`src/rtl/box_motion_ctrl.sv`:
```
// Bouncing-box motion controller: advances the box once per vsync rise, reflects it
// off the inside of the border, and supports pause, single-frame step and speed select.
module box_motion_ctrl #(
  parameter int HBP    = 144,
  parameter int HFP    = 784,
  parameter int VBP    = 31,
  parameter int VFP    = 511,
  parameter int MARGIN = 4,
  parameter int BOX_W  = 32,
  parameter int BOX_H  = 48
) (
  input  logic       clk25,
  input  logic       clr,
  input  logic       vsync,
  input  logic       pause_tgl,
  input  logic       step,
  input  logic [1:0] speed,
  output logic [9:0] box_left,
  output logic [9:0] box_right,
  output logic [9:0] box_top,
  output logic [9:0] box_bottom,
  output logic       hdir,
  output logic       vdir,
  output logic       frame_tick,
  output logic       bounce,
  output logic       corner,
  output logic       paused
);

  localparam logic [10:0] XMIN = 11'(HBP + MARGIN);
  localparam logic [10:0] XMAX = 11'(HFP - MARGIN - 1);
  localparam logic [10:0] YMIN = 11'(VBP + MARGIN);
  localparam logic [10:0] YMAX = 11'(VFP - MARGIN - 1);

  // Opposite bound when the box is clamped against a wall
  localparam logic [9:0] XLO_RIGHT = 10'(HBP + MARGIN + BOX_W - 1);
  localparam logic [9:0] XHI_LEFT  = 10'(HFP - MARGIN - BOX_W);
  localparam logic [9:0] YLO_BOT   = 10'(VBP + MARGIN + BOX_H - 1);
  localparam logic [9:0] YHI_TOP   = 10'(VFP - MARGIN - BOX_H);

  localparam logic [9:0] LEFT_RST  = 10'(HBP + MARGIN + 1);
  localparam logic [9:0] RIGHT_RST = 10'(HBP + MARGIN + BOX_W);
  localparam logic [9:0] TOP_RST   = 10'(VBP + MARGIN + 1);
  localparam logic [9:0] BOT_RST   = 10'(VBP + MARGIN + BOX_H);

  typedef enum logic {RUN = 1'b0, PAUSED = 1'b1} state_t;

  state_t     state_q, state_d;
  logic       vsync_q;
  logic       step_pend_q, step_pend_d;
  logic [9:0] box_left_q, box_left_d, box_right_q, box_right_d;
  logic [9:0] box_top_q, box_top_d, box_bottom_q, box_bottom_d;
  logic       hdir_q, hdir_d, vdir_q, vdir_d;
  logic       frame_tick_q, frame_tick_d, bounce_q, bounce_d, corner_q, corner_d;

  logic        tick_s, upd_s, hrev_s, vrev_s;
  logic [10:0] step_sz_s;

  // Next-state: frame tick detection, box motion, reflection, pause/step control
  always_comb begin
    tick_s       = vsync & ~vsync_q;
    upd_s        = tick_s & ((state_q == RUN) | step_pend_q);
    step_sz_s    = {9'd0, speed} + 11'd1;
    hrev_s       = 1'b0;
    vrev_s       = 1'b0;
    box_left_d   = box_left_q;
    box_right_d  = box_right_q;
    box_top_d    = box_top_q;
    box_bottom_d = box_bottom_q;
    hdir_d       = hdir_q;
    vdir_d       = vdir_q;
    state_d      = state_q;
    step_pend_d  = step_pend_q;

    if (upd_s) begin
      // 11-bit compares so that bound + step cannot wrap
      if (hdir_q) begin
        if (({1'b0, box_right_q} + step_sz_s) >= XMAX) begin
          box_right_d = XMAX[9:0];
          box_left_d  = XHI_LEFT;
          hdir_d      = 1'b0;
          hrev_s      = 1'b1;
        end else begin
          box_right_d = box_right_q + step_sz_s[9:0];
          box_left_d  = box_left_q + step_sz_s[9:0];
        end
      end else begin
        if ({1'b0, box_left_q} <= (XMIN + step_sz_s)) begin
          box_left_d  = XMIN[9:0];
          box_right_d = XLO_RIGHT;
          hdir_d      = 1'b1;
          hrev_s      = 1'b1;
        end else begin
          box_left_d  = box_left_q - step_sz_s[9:0];
          box_right_d = box_right_q - step_sz_s[9:0];
        end
      end

      if (vdir_q) begin
        if (({1'b0, box_bottom_q} + step_sz_s) >= YMAX) begin
          box_bottom_d = YMAX[9:0];
          box_top_d    = YHI_TOP;
          vdir_d       = 1'b0;
          vrev_s       = 1'b1;
        end else begin
          box_bottom_d = box_bottom_q + step_sz_s[9:0];
          box_top_d    = box_top_q + step_sz_s[9:0];
        end
      end else begin
        if ({1'b0, box_top_q} <= (YMIN + step_sz_s)) begin
          box_top_d    = YMIN[9:0];
          box_bottom_d = YLO_BOT;
          vdir_d       = 1'b1;
          vrev_s       = 1'b1;
        end else begin
          box_top_d    = box_top_q - step_sz_s[9:0];
          box_bottom_d = box_bottom_q - step_sz_s[9:0];
        end
      end
      step_pend_d = 1'b0;
    end else begin
      step_pend_d = step_pend_q;
    end

    // A step arriving with a tick is held for the following tick
    if (step && (state_q == PAUSED)) begin
      step_pend_d = 1'b1;
    end else begin
      step_pend_d = step_pend_d;
    end

    case (state_q)
      RUN:     state_d = pause_tgl ? PAUSED : RUN;
      PAUSED:  state_d = pause_tgl ? RUN : PAUSED;
      default: state_d = RUN;
    endcase

    frame_tick_d = tick_s;
    bounce_d     = hrev_s | vrev_s;
    corner_d     = hrev_s & vrev_s;
  end

  // State registers with synchronous clear
  always_ff @(posedge clk25) begin
    if (clr) begin
      state_q      <= RUN;
      vsync_q      <= 1'b1;
      step_pend_q  <= 1'b0;
      box_left_q   <= LEFT_RST;
      box_right_q  <= RIGHT_RST;
      box_top_q    <= TOP_RST;
      box_bottom_q <= BOT_RST;
      hdir_q       <= 1'b1;
      vdir_q       <= 1'b1;
      frame_tick_q <= 1'b0;
      bounce_q     <= 1'b0;
      corner_q     <= 1'b0;
    end else begin
      state_q      <= state_d;
      vsync_q      <= vsync;
      step_pend_q  <= step_pend_d;
      box_left_q   <= box_left_d;
      box_right_q  <= box_right_d;
      box_top_q    <= box_top_d;
      box_bottom_q <= box_bottom_d;
      hdir_q       <= hdir_d;
      vdir_q       <= vdir_d;
      frame_tick_q <= frame_tick_d;
      bounce_q     <= bounce_d;
      corner_q     <= corner_d;
    end
  end

  assign box_left   = box_left_q;
  assign box_right  = box_right_q;
  assign box_top    = box_top_q;
  assign box_bottom = box_bottom_q;
  assign hdir       = hdir_q;
  assign vdir       = vdir_q;
  assign frame_tick = frame_tick_q;
  assign bounce     = bounce_q;
  assign corner     = corner_q;
  assign paused     = (state_q == PAUSED);

endmodule

```
`config.mk`:
```
export PLATFORM = sky130hd
export DESIGN_NAME = box_motion_ctrl
export DESIGN_NICKNAME = d
export VERILOG_FILES = /design/src/rtl/box_motion_ctrl.sv
export SDC_FILE = /design/constraint.sdc
export NUM_CORES = 1
export LEC_CHECK = 0
export ABC_CLOCK_PERIOD_IN_PS = 4600
export CORE_ASPECT_RATIO = 1.75
export CORE_MARGIN = 1
export CORE_UTILIZATION = 61
export CTS_CLUSTER_SIZE = 24
export DETAILED_ROUTE_END_ITERATION = 12
export MAX_ROUTING_LAYER = met4
export PLACE_DENSITY = 0.86
export SYNTH_ARGS = -nofsm -noshare
export SYNTH_HDL_FRONTEND = slang
export SYNTH_SLANG_ARGS = --single-unit
```
`constraint.sdc`:
```
create_clock -name clk25 -period 4.6 [get_ports clk25]
set_clock_uncertainty 0.15 [all_clocks]
set_input_delay 0.46 -clock clk25 [delete_from_list [all_inputs] [get_ports clk25]]
set_output_delay 0.46 -clock clk25 [all_outputs]
set_load 0.02 [all_outputs]
```
# Word-level counts from Yosys, hierarchy flattened
# Index checks and enable logic that the tools add are counted.
[totals]
regBits = 48
wordCells = 67
[classes]
n_addsub = 13
n_lt_le_gt_ge = 4
muxes = 29
bitwise_logic = 7
n_reduce_logical = 2
[op_table]
columns = ["op", "count"]
rows = [
  ["$mux W10", 12],
  ["$add A10 B3 Y10", 4],
  ["$sub A10 B3 Y10", 4],
  ["$add A10 B3 Y11", 2],
  ["$mux W1", 16],
  ["$ge A11 B10 Y1 const B", 1],
  ["$ge A11 B9 Y1 const B", 1],
  ["$le A10 B7 Y1", 1],
  ["$le A10 B9 Y1", 1],
  ["$add A8 B3 Y9 const A", 1],
  ["$add A6 B3 Y7 const A", 1],
  ["$add A2 B1 Y3 const B", 1],
  ["$and A1 B1 Y1", 3],
  ["$not A1 Y1", 2],
  ["$or A1 B1 Y1", 2],
  ["$pmux W1 S2", 1],
  ["$reduce_bool A2 Y1", 1],
  ["$logic_and A1 B1 Y1", 1],
]

# Depth between registers and ports, before layout
# Gate-level depths: netlist (run 1).
[depth]
word_depth = 7
ltp_mapped = 12
mapped_depth_nobuf = 11

# Least setup slack after synthesis (run 1)
# No wires, ideal clock.
[synth_timing]
path_type = "input -> register"
start = "input speed[0]"
end = "register box_top_q[8] (netlist: box_top[8])"
arrival_time_ns = 2.866
t_required_ns = 4.318
path_slack_ns = 1.453
cell_stages = 10
path_buffers = 0
cell_sequence = "ha_1 inv_1 fa_1 a2111oi_0 nand2b_1 nor3_1 xnor2_1 nor2_1 a21oi_1 a21oi_1"
[synth_via]
elab_chain_len = 5
[synth_lines]
columns = ["item", "line", "text"]
rows = [
  ["start, declared", "17", "input logic [1:0] speed,"],
  ["$add A2 B1 Y3 *", "63", "step_sz_s = {9'd0, speed} + 11'd1;"],
  ["$add A10 B3 Y11 or $add A6 B3 Y7 (tied branches)", "100, 110", ""],
  ["$ge A11 B9 Y1 or $le A10 B7 Y1 (tied branches)", "100, 110", ""],
  ["$mux W10, on equally long branches", "100, 110", ""],
  ["$mux W10 *", "99", "if (vdir_q) begin"],
  ["end signal, assigned", "164", "box_top_q <= box_top_d;"],
  ["end, declared", "52", "logic [9:0] box_top_q, box_top_d, box_bottom_q, box_bottom_d;"],
]
# Every way passes the cells marked *; elsewhere a longest branch is shown, timed or not.
# A chain may end at the register's enable or synchronous reset.

# Worst setup path after layout (run 1)
# Same ends and word-level chain as after synthesis.

==> results.cfg, run 1 <==
[status]
outcome = completed

[placed_design]
dp_hpwl_um = 8780
io_buffers = 52
place_ws_ps = 489
gp_congestion = 0.939
placed_cells = 648
place_area_mm2 = 0.00480

[detailed_routing]
vias = 4454
via_per_inst = 6.79
drt-wirelength-per-cell_um = 18.6
drt_pass1_iterations = 5
wl_um = 12200
drc = 0
drt_iter0_markers = 400
ant_nets = 0

[worst_setup_path]
slowest_delay_ps = 650
path_common_cell = a21oi_1
cp.required_ps = 4610
reg2reg_depth = 10
reg2reg_slack_ps = 1520
rr_startpoint = box_left[0]
crit_fanout = 11
crit_end = box_top[8]
worstPathCellList = clkdlybuf4s50_1 > ha_1 > inv_1 > fa_1 > a2111oi_0 > nand2b_1 > nor3_1 > xnor2_1 > nor2_1 > a21oi_1 > a21oi_1
cpMaxStageDelayCell = a2111oi_0
arrival_ps = 3920
rr_endpoint = box_right[3]
critPathKind = primary input to register
startpoint_type = primary input
cp-end-kind = register
startpoint = speed[0]

[yosys]
synth_warnings = 0
synth-seq-area-share_pct = 22.4
synthTopCellsByCount = 58 x a21oi_1, 48 x dfxtp_1, 46 x o21ai_0
yosysTopAreaCellShare_pct = 22.4
synth.most_common_cell = a21oi_1
yosys_register_bits = 48
async_flop_share_pct = 0
yosys.area.top_type = dfxtp_1
ys.flop_type = dfxtp_1
synthTopCellsByArea = dfxtp_1 22%, ha_1 8.4%, a21oi_1 6.8%, o21ai_0 5.4%, fa_1 3.7%
avgSynthCellArea_um2 = 7.91
synth_edf_count = 0
syn-cell-area_mm2 = 0.00429
postSynthCellCount = 543
ys_types = 83
syn-num-nets = 587

[global_routing]
antenna_found_initial = 0
grt_use_total_pct = 35.6
grt_pass1_vias = 4318
grt_remaining_overflow = 0
grt_pass1_wl_um = 20200
grt_max_degree = 26

[floorplan]
core-area_mm2 = 0.00686
start_util_pct = 62.6
die_height_um = 113
die_w_um = 65.4
io_pins = 53
row_count = 40
dieArea_mm2 = 0.00739

[layout]
drive_above_1_share_pct = 7.69
utilization_pct = 72.3
final.fill_count = 537
area_growth_pct = 15.5
fin_cells = 656
nets = 615
fin_area_mm2 = 0.00496
antenna_cells = 0

[power_and_ir_drop]
total_power_mw = 1.21
powerDensity_mw_per_mm2 = 244
ir_drop_v = 0.000182
p_leak_nw = 1.85

[job]
drv_cap = 0

[timing]
rsz0062_at_grt = false
fmax_mhz = 256
max-slew-margin-rel_pct = 47.4
finalSetupTns_ps = 0
whs_ps = 372
finalWorstSetupSlack_ps = 691
hold_viol_final = 0
maxSlewViolCount = 0
finalCritPeriodShare_pct = 85.0
tightest_slew_ps = 788
finalSetupViolations = 0
fin_crit_ps = 3910

[clock_network]
ctsHoldBuffers = 0
clockBufferDepth = 2
path_clk_slew_ps = 70
cts_root_buffer = clkbuf_16
ctsResizeCount = 0
htree_num_levels = 2
cts_setup_buffers = 0
cts_sinks = 48
insertion_delay_ps = 300
numCtsBuffers = 5
cts_tree = built

[hold_path]
hold_class = register to register
## cells by family after synthesis
kind of cell | after synthesis | synth area share [%]
buffers and inverters | 60 | 6.21
XOR/XNOR | 21 | 4.28
AO/OA/AOI/OAI | 207 | 32.2
AND/OR/NAND/NOR | 164 | 21.0
adder cells (fa/ha/maj) | 37 | 12.2
flip-flops | 48 | 22.4
multiplexers | 6 | 1.69
## flip-flops by register name (all words and copies together), names as in the netlist
| name | flops |
|---|---|
| box_bottom | 10 |
| box_left | 10 |
| box_right | 10 |
| box_top | 10 |
| bounce | 1 |
| corner | 1 |
| frame_tick | 1 |
| hdir | 1 |
| paused | 1 |
| step_pend_q | 1 |
| vdir | 1 |
| vsync_q | 1 |
## cell usage in the layout, fill, tap and decap left out, types with 4 or more instances in the layout
| master | n |
|---|---|
| nand2_1 | 30 |
| or3_1 | 4 |
| nor4_1 | 4 |
| nand2b_1 | 7 |
| nand4_1 | 4 |
| a22oi_1 | 4 |
| clkdlybuf4s50_1 | 52 |
| o31ai_1 | 9 |
| fa_1 | 8 |
| and2_1 | 4 |
| a21oi_1 | 57 |
| o21bai_1 | 6 |
| ha_1 | 29 |
| a21o_1 | 11 |
| o211ai_1 | 6 |
| a31oi_1 | 13 |
| nor2_1 | 40 |
| clkbuf_16 | 5 |
| o221ai_1 | 8 |
| xor2_1 | 4 |
| buf_4 | 8 |
| inv_1 | 21 |
| mux2i_1 | 5 |
| a211oi_1 | 5 |
| nor2b_1 | 5 |
| nand3_1 | 12 |
| xnor2_1 | 17 |
| o21ai_0 | 46 |
| nor3_1 | 18 |
| and3_1 | 6 |
| dfxtp_1 | 48 |
## cell type report
type | count | area (µm²) | share of cell area, %
flip-flops and latches | 48 | 961 | 19.4
clock inverters | 2 | 35.0 | 0.706
repair buffers | 60 | 581 | 11.7
well taps | 84 | 105 | 2.12
multi-input cells | 435 | 3070 | 61.9
clock buffers | 6 | 129 | 2.60
inverters | 21 | 78.8 | 1.59
## how the worst min path moves through the flow
stage / startpoint / end / slack, ps / cells past startpoint
2_1_floorplan: step_pend_q / step_pend_q / 320 / 2
3_3_place_gp: step_pend_q / step_pend_q / 330 / 2
3_5_place_dp: step_pend_q / step_pend_q / 340 / 2
4_1_cts: step_pend_q / step_pend_q / 360 / 2
5_1_grt: step_pend_q / step_pend_q / 420 / 2
6_report: step_pend_q / step_pend_q / 370 / 2
## metal layers
layer / wire (µm) / part of all wire (%) / GRT usage, %
met1: 4490 / 37 / 36.2
met2: 6390 / 52 / 61.8
met3: 592 / 4.9 / 4.74
met4: 705 / 5.8 / 23.2
met5: 0 / 0 / -
## where the power goes
group	internal [mW]	total, mW	switching, mW
Clock	0.256	0.430	0.173
Sequential	0.432	0.466	0.0340
Combinational	0.132	0.313	0.181
## critical path, delay by kind of cell
family | cells | cell delay (ps)
xor gates and xnor gates | 1 | 160
AOI/OAI and AO/OA | 3 | 830
adders and majority gates | 2 | 1150
buffers and inverters | 2 | 800
and+or+nand+nor | 3 | 500
Power figures use the tool's default switching activity.
==> inputs of run 2 (changes only) <==
ABC_CLOCK_PERIOD_IN_PS = 3700   (was 4600)
CORE_UTILIZATION = 57   (was 61)
PLACE_DENSITY = 0.82   (was 0.86)
clock period = 3.7 ns   (was 4.6 ns; I/O delays follow)
==> run 2 against run 1 <==
  * First-iteration DRC count up 6.5%
  * Cell count rose by 3.5%
  * Register-to-register slack got worse by 810 ps
  * Setup slack worse by 400 ps
  * Via count grew 2.7%
  * Flip-flop and latch count unchanged
  * Die area up 6.8%
  * Sequential power grew 24%
  * Utilization down 1.6 points
  * Critical path depth increased by 1
  * Largest power group unchanged
  * Highest routed layer unchanged
==> results.cfg, run 2 (synthesis results as in run 1) <==
[status]
outcome = completed

[hold_path]
hp-start = step_pend_q
hold_class = register to register

[floorplan]
die_w_um = 67.6
row_count = 41
core-area_mm2 = 0.00723
dieArea_mm2 = 0.00790
die_height_um = 117
io_pins = 53
start_util_pct = 59.4

[worst_setup_path]
rr_startpoint = box_right[0]
arrival_ps = 3450
startpoint_type = primary input
critPathKind = primary input to register
startpoint = speed[0]
cp.required_ps = 3740
crit_fanout = 7
cp-end-kind = register

[layout]
utilization_pct = 70.8
final.fill_count = 595
final_common_cell = a21oi_1
mostFrequentLayoutCells = 57 x a21oi_1, 52 x clkdlybuf4s50_1, 48 x dfxtp_1
antenna_cells = 0
nets = 636
drive_above_1_share_pct = 11.0
area_growth_pct = 19.2

[timing]
tightest_slew_ps = 930
finalCritPeriodShare_pct = 92.2
rsz0062_at_grt = false
hold_viol_final = 0
fin_crit_ps = 3410
max-slew-margin-rel_pct = 38.0
finalSetupViolations = 0
fmax_mhz = 293
finalSetupTns_ps = 0
maxSlewViolCount = 0

[detailed_routing]
wl_um = 13000
vias = 4573
drc = 0
ant_nets = 0
drt_iter0_markers = 426
via_per_inst = 6.73
drt_pass1_iterations = 5
drt-wirelength-per-cell_um = 19.2

[global_routing]
grt_pass1_wl_um = 21000
grt_use_met3_pct = 5.62
grt_remaining_overflow = 0
grt_use_total_pct = 36.0
grt_max_degree = 26
antenna_found_initial = 0
grt_pass1_vias = 4482
grtUsageMet1_pct = 35.2
grtUsageMet2_pct = 63.0
busiest_layer = met2

[power_and_ir_drop]
ir_drop_v = 0.000294
powerDensity_mw_per_mm2 = 297
p_leak_nw = 1.95

[clock_network]
numCtsBuffers = 5
cts_tree = built
cts_setup_buffers = 0
ctsHoldBuffers = 0
clockBufferDepth = 2
htree_num_levels = 2
cts_sinks = 48
ctsResizeCount = 0
insertion_delay_ps = 290
path_clk_slew_ps = 70
cts_root_buffer = clkbuf_16

[placed_design]
io_buffers = 52
dp_hpwl_um = 9580
gp_congestion = 0.948

[job]
drv_cap = 0
[run 2: worst paths after layout]
path                 end  slack, ps  depth (start not counted)
min          step_pend_q        360                          2
max           box_top[4]        290                         12
min reg2reg  step_pend_q        360                          2
max reg2reg  box_left[4]        710                         10
[run 2: critical path: stages]
cell and delay [ps]:
clkdlybuf4s50_1 450, ha_1 420, buf_4 210, fa_1 420
nor2b_4 170, nor2_4 160, xnor2_1 140, a31oi_1 200
o311ai_4 460, buf_4 210, o21ai_0 90, and2_1 160
[run 2: layout make-up]
| class | instances | area, µm² | area share [%] |
|---|---|---|---|
| Clock inverter | 2 | 35.0 | 0.684 |
| Clock buffer | 6 | 129 | 2.52 |
| Inverter | 21 | 78.8 | 1.54 |
| Sequential cell | 48 | 961 | 18.8 |
| Multi-Input combinational cell | 435 | 3070 | 60.0 |
| Tap cell | 86 | 108 | 2.10 |
| Timing Repair Buffer | 81 | 738 | 14.4 |
[run 2: metrics by stage]
step	hold slack (ps)	power (mW)	setup slack [ps]	cells	area, µm²
floorplan	315	0.861	643	543	4290
global placement	331	0.984	123	671	4960
detailed placement	344	0.999	9.66	671	4960
CTS	361	1.52	320	679	5120
global route	400	1.58	121	679	5120
finish	356	1.52	288	679	5120
[run 2: report_power, final]
part	leakage [nW]	total [mW]	internal [mW]	switching (mW)
Clock	0.0808	0.523	0.318	0.205
Combinational	1.48	0.419	0.179	0.239
Sequential	0.391	0.580	0.537	0.0432
[run 2: routing by layer]
metal  vias up  share of wire [%]
met4         0                6.4
met5         -                  0
met2       215                 52
met3        79                5.3
li1       2123                  -
met1      2156                 36
==> inputs of run 3 (changes only) <==
ABC_AREA = 1   (was default)
CORE_UTILIZATION = 58   (was 57)
==> run 3 against run 2 <==
  * Die area rose by 4.5%
  * Clock power fell by 7.3%
  * Register-to-register slack improved by 480 ps
  * Highest routed layer unchanged
  * First-iteration DRC count fell by 26%
  * Critical path type unchanged
  * Area after synthesis rose by 6.4%
==> results.cfg, run 3 <==
[yosys]
muxShareOfSynthArea_pct = 0
ys_types = 36
synth_edf_count = 0
synthTopCellsByCount = 158 x nand2_1, 87 x inv_1, 63 x nor2_1
ys.flop_type = dfxtp_1
yosys.area_share.simple_pct = 37.0
synth-seq-area-share_pct = 21.0
postSynthCellCount = 711
synth.most_common_cell = nand2_1
yosysTopAreaCellShare_pct = 21.0
async_flop_share_pct = 0
avgSynthCellArea_um2 = 6.43
synth_top_family_by_area = simple AND/OR/NAND/NOR gates
synthTopCellsByArea = dfxtp_1 21%, nand2_1 13%, ha_1 7.9%, inv_1 7.1%, a21oi_1 6.2%
synth_compound_area_share_pct = 14.0
syn-num-nets = 755
synth_warnings = 0
yosys_register_bits = 48
syn-cell-area_mm2 = 0.00457
yosys.area.top_type = dfxtp_1
synth_fa_ha_area_share_pct = 11.4
synthXorXnorAreaFrac_pct = 5.56

[worst_setup_path]
arrival_ps = 3210
slowest_delay_ps = 550
startpoint_type = primary input
worstPathCellList = clkdlybuf4s50_1 > ha_1 > inv_1 > fa_1 > o22ai_1 > nand3_1 > o21ai_0 > a21oi_1 > nor2_1 > nand3_1 > nand2_1 > inv_1
critPathKind = primary input to register
cpMaxStageDelayCell = ha_1
cp-end-kind = register
path_buf_inv = 3
path_delay_family = adder cells
crit_fanout = 8
cp.required_ps = 3750

[power_and_ir_drop]
ir_drop_v = 0.000237
powerDensity_mw_per_mm2 = 302
total_power_mw = 1.59
p_leak_nw = 2.45

[global_routing]
antenna_found_initial = 0
grt_use_total_pct = 32.8
grt_pass1_vias = 4722
grt_remaining_overflow = 0
grt_max_degree = 39
grt_pass1_wl_um = 21400

[floorplan]
dieArea_mm2 = 0.00825
core-area_mm2 = 0.00762
io_pins = 53
die_w_um = 69.1
start_util_pct = 60.0
row_count = 42
die_height_um = 119

[detailed_routing]
wl_um = 13000
vias = 4867
drt-wirelength-per-cell_um = 15.5
drt_pass1_iterations = 5
ant_nets = 0
via_per_inst = 5.81
drc = 0
drt_iter0_markers = 315

[timing]
rsz0062_at_grt = false
finalSetupViolations = 0
hold_viol_final = 0
finalWorstSetupSlack_ps = 542
tightest_slew_ps = 817
max-slew-margin-rel_pct = 45.5
whs_ps = 312
maxSlewViolCount = 0
fmax_mhz = 317
finalCritPeriodShare_pct = 85.3
finalSetupTns_ps = 0
fin_crit_ps = 3160

[clock_network]
insertion_delay_ps = 300
ctsHoldBuffers = 0
ctsResizeCount = 0
cts_setup_buffers = 0
cts_tree = built
htree_num_levels = 2
cts_root_buffer = clkbuf_16
numCtsBuffers = 5
path_clk_slew_ps = 70
clockBufferDepth = 2
cts_sinks = 48

[layout]
drive_above_1_share_pct = 9.07
seqCellArea_um2 = 961
area_growth_pct = 15.0
final_common_cell = nand2_1
antenna_cells = 0
multi_input_area_mm2 = 0.00311
mostFrequentLayoutCells = 158 x nand2_1, 87 x inv_1, 63 x nor2_1
nets = 793
final.fill_count = 710

[status]
outcome = completed

[placed_design]
io_buffers = 52
place_ws_ps = 242
dp_hpwl_um = 9670
gp_congestion = 0.990

[job]
drv_cap = 0

[hold_path]
hold_class = register to register
## run 3: cell types whose count changed after synthesis, sizes merged, moves of 12 or more
cell / before / now
nand2: 31 / 180
inv: 21 / 95
nand3: 12 / 62
nor2: 43 / 73
xor2: 4 / 23
nand4: 5 / 23
a31oi: 13 / 1
## run 3: final cells by class
type                            instances  share of cell area [%]
Timing Repair Buffer                   59                    10.9
Tap cell                               88                    2.09
Inverter                               96                    6.85
Multi-Input combinational cell        539                    59.1
Sequential cell                        48                    18.3
Clock buffer                            8                    2.78
## run 3: final timing paths
kind,from,to,slack [ps],cells past startpoint
min reg2reg,step_pend_q,step_pend_q,310,2
max,speed[0],box_left[6],540,12
max reg2reg,box_bottom[0],vdir,1190,12
min,step_pend_q,step_pend_q,310,2
## run 3: stage by stage
step	std cells	util (%)	area [µm²]
floorplan	711	-	4570
global placement	830	67.1	5110
detailed placement	830	67.1	5110
CTS	838	69.0	5260
global route	838	69.0	5260
finish	838	69.0	5260
## run 3: logic make-up after synthesis
family                   Yosys count
AO/OA/AOI/OAI                    121
XOR/XNOR                          29
adder cells (fa/ha/maj)           37
buffers and inverters            124
flip-flops                        48
AND/OR/NAND/NOR                  352
## run 3: worst min-delay path: stages, from the launching register on
cell     delay (ps)
dfxtp_1         310
nand2_1          60
a21oi_1          50
## run 3: per-layer routing
metal | GRT usage, % | vias to the layer above | share of wire, %
met2 | 56.6 | 180 | 52
met4 | 24.5 | 0 | 6.7
met5 | - | - | 0
li1 | - | 2374 | -
met3 | 3.47 | 64 | 3.7
met1 | 33.9 | 2249 | 38
## run 3: report_power, final
part           internal, mW  total (mW)  switching, mW  leakage, nW
Clock                 0.271       0.485          0.214       0.0712
Sequential            0.543       0.600         0.0562        0.392
Combinational         0.193       0.502          0.309         1.98
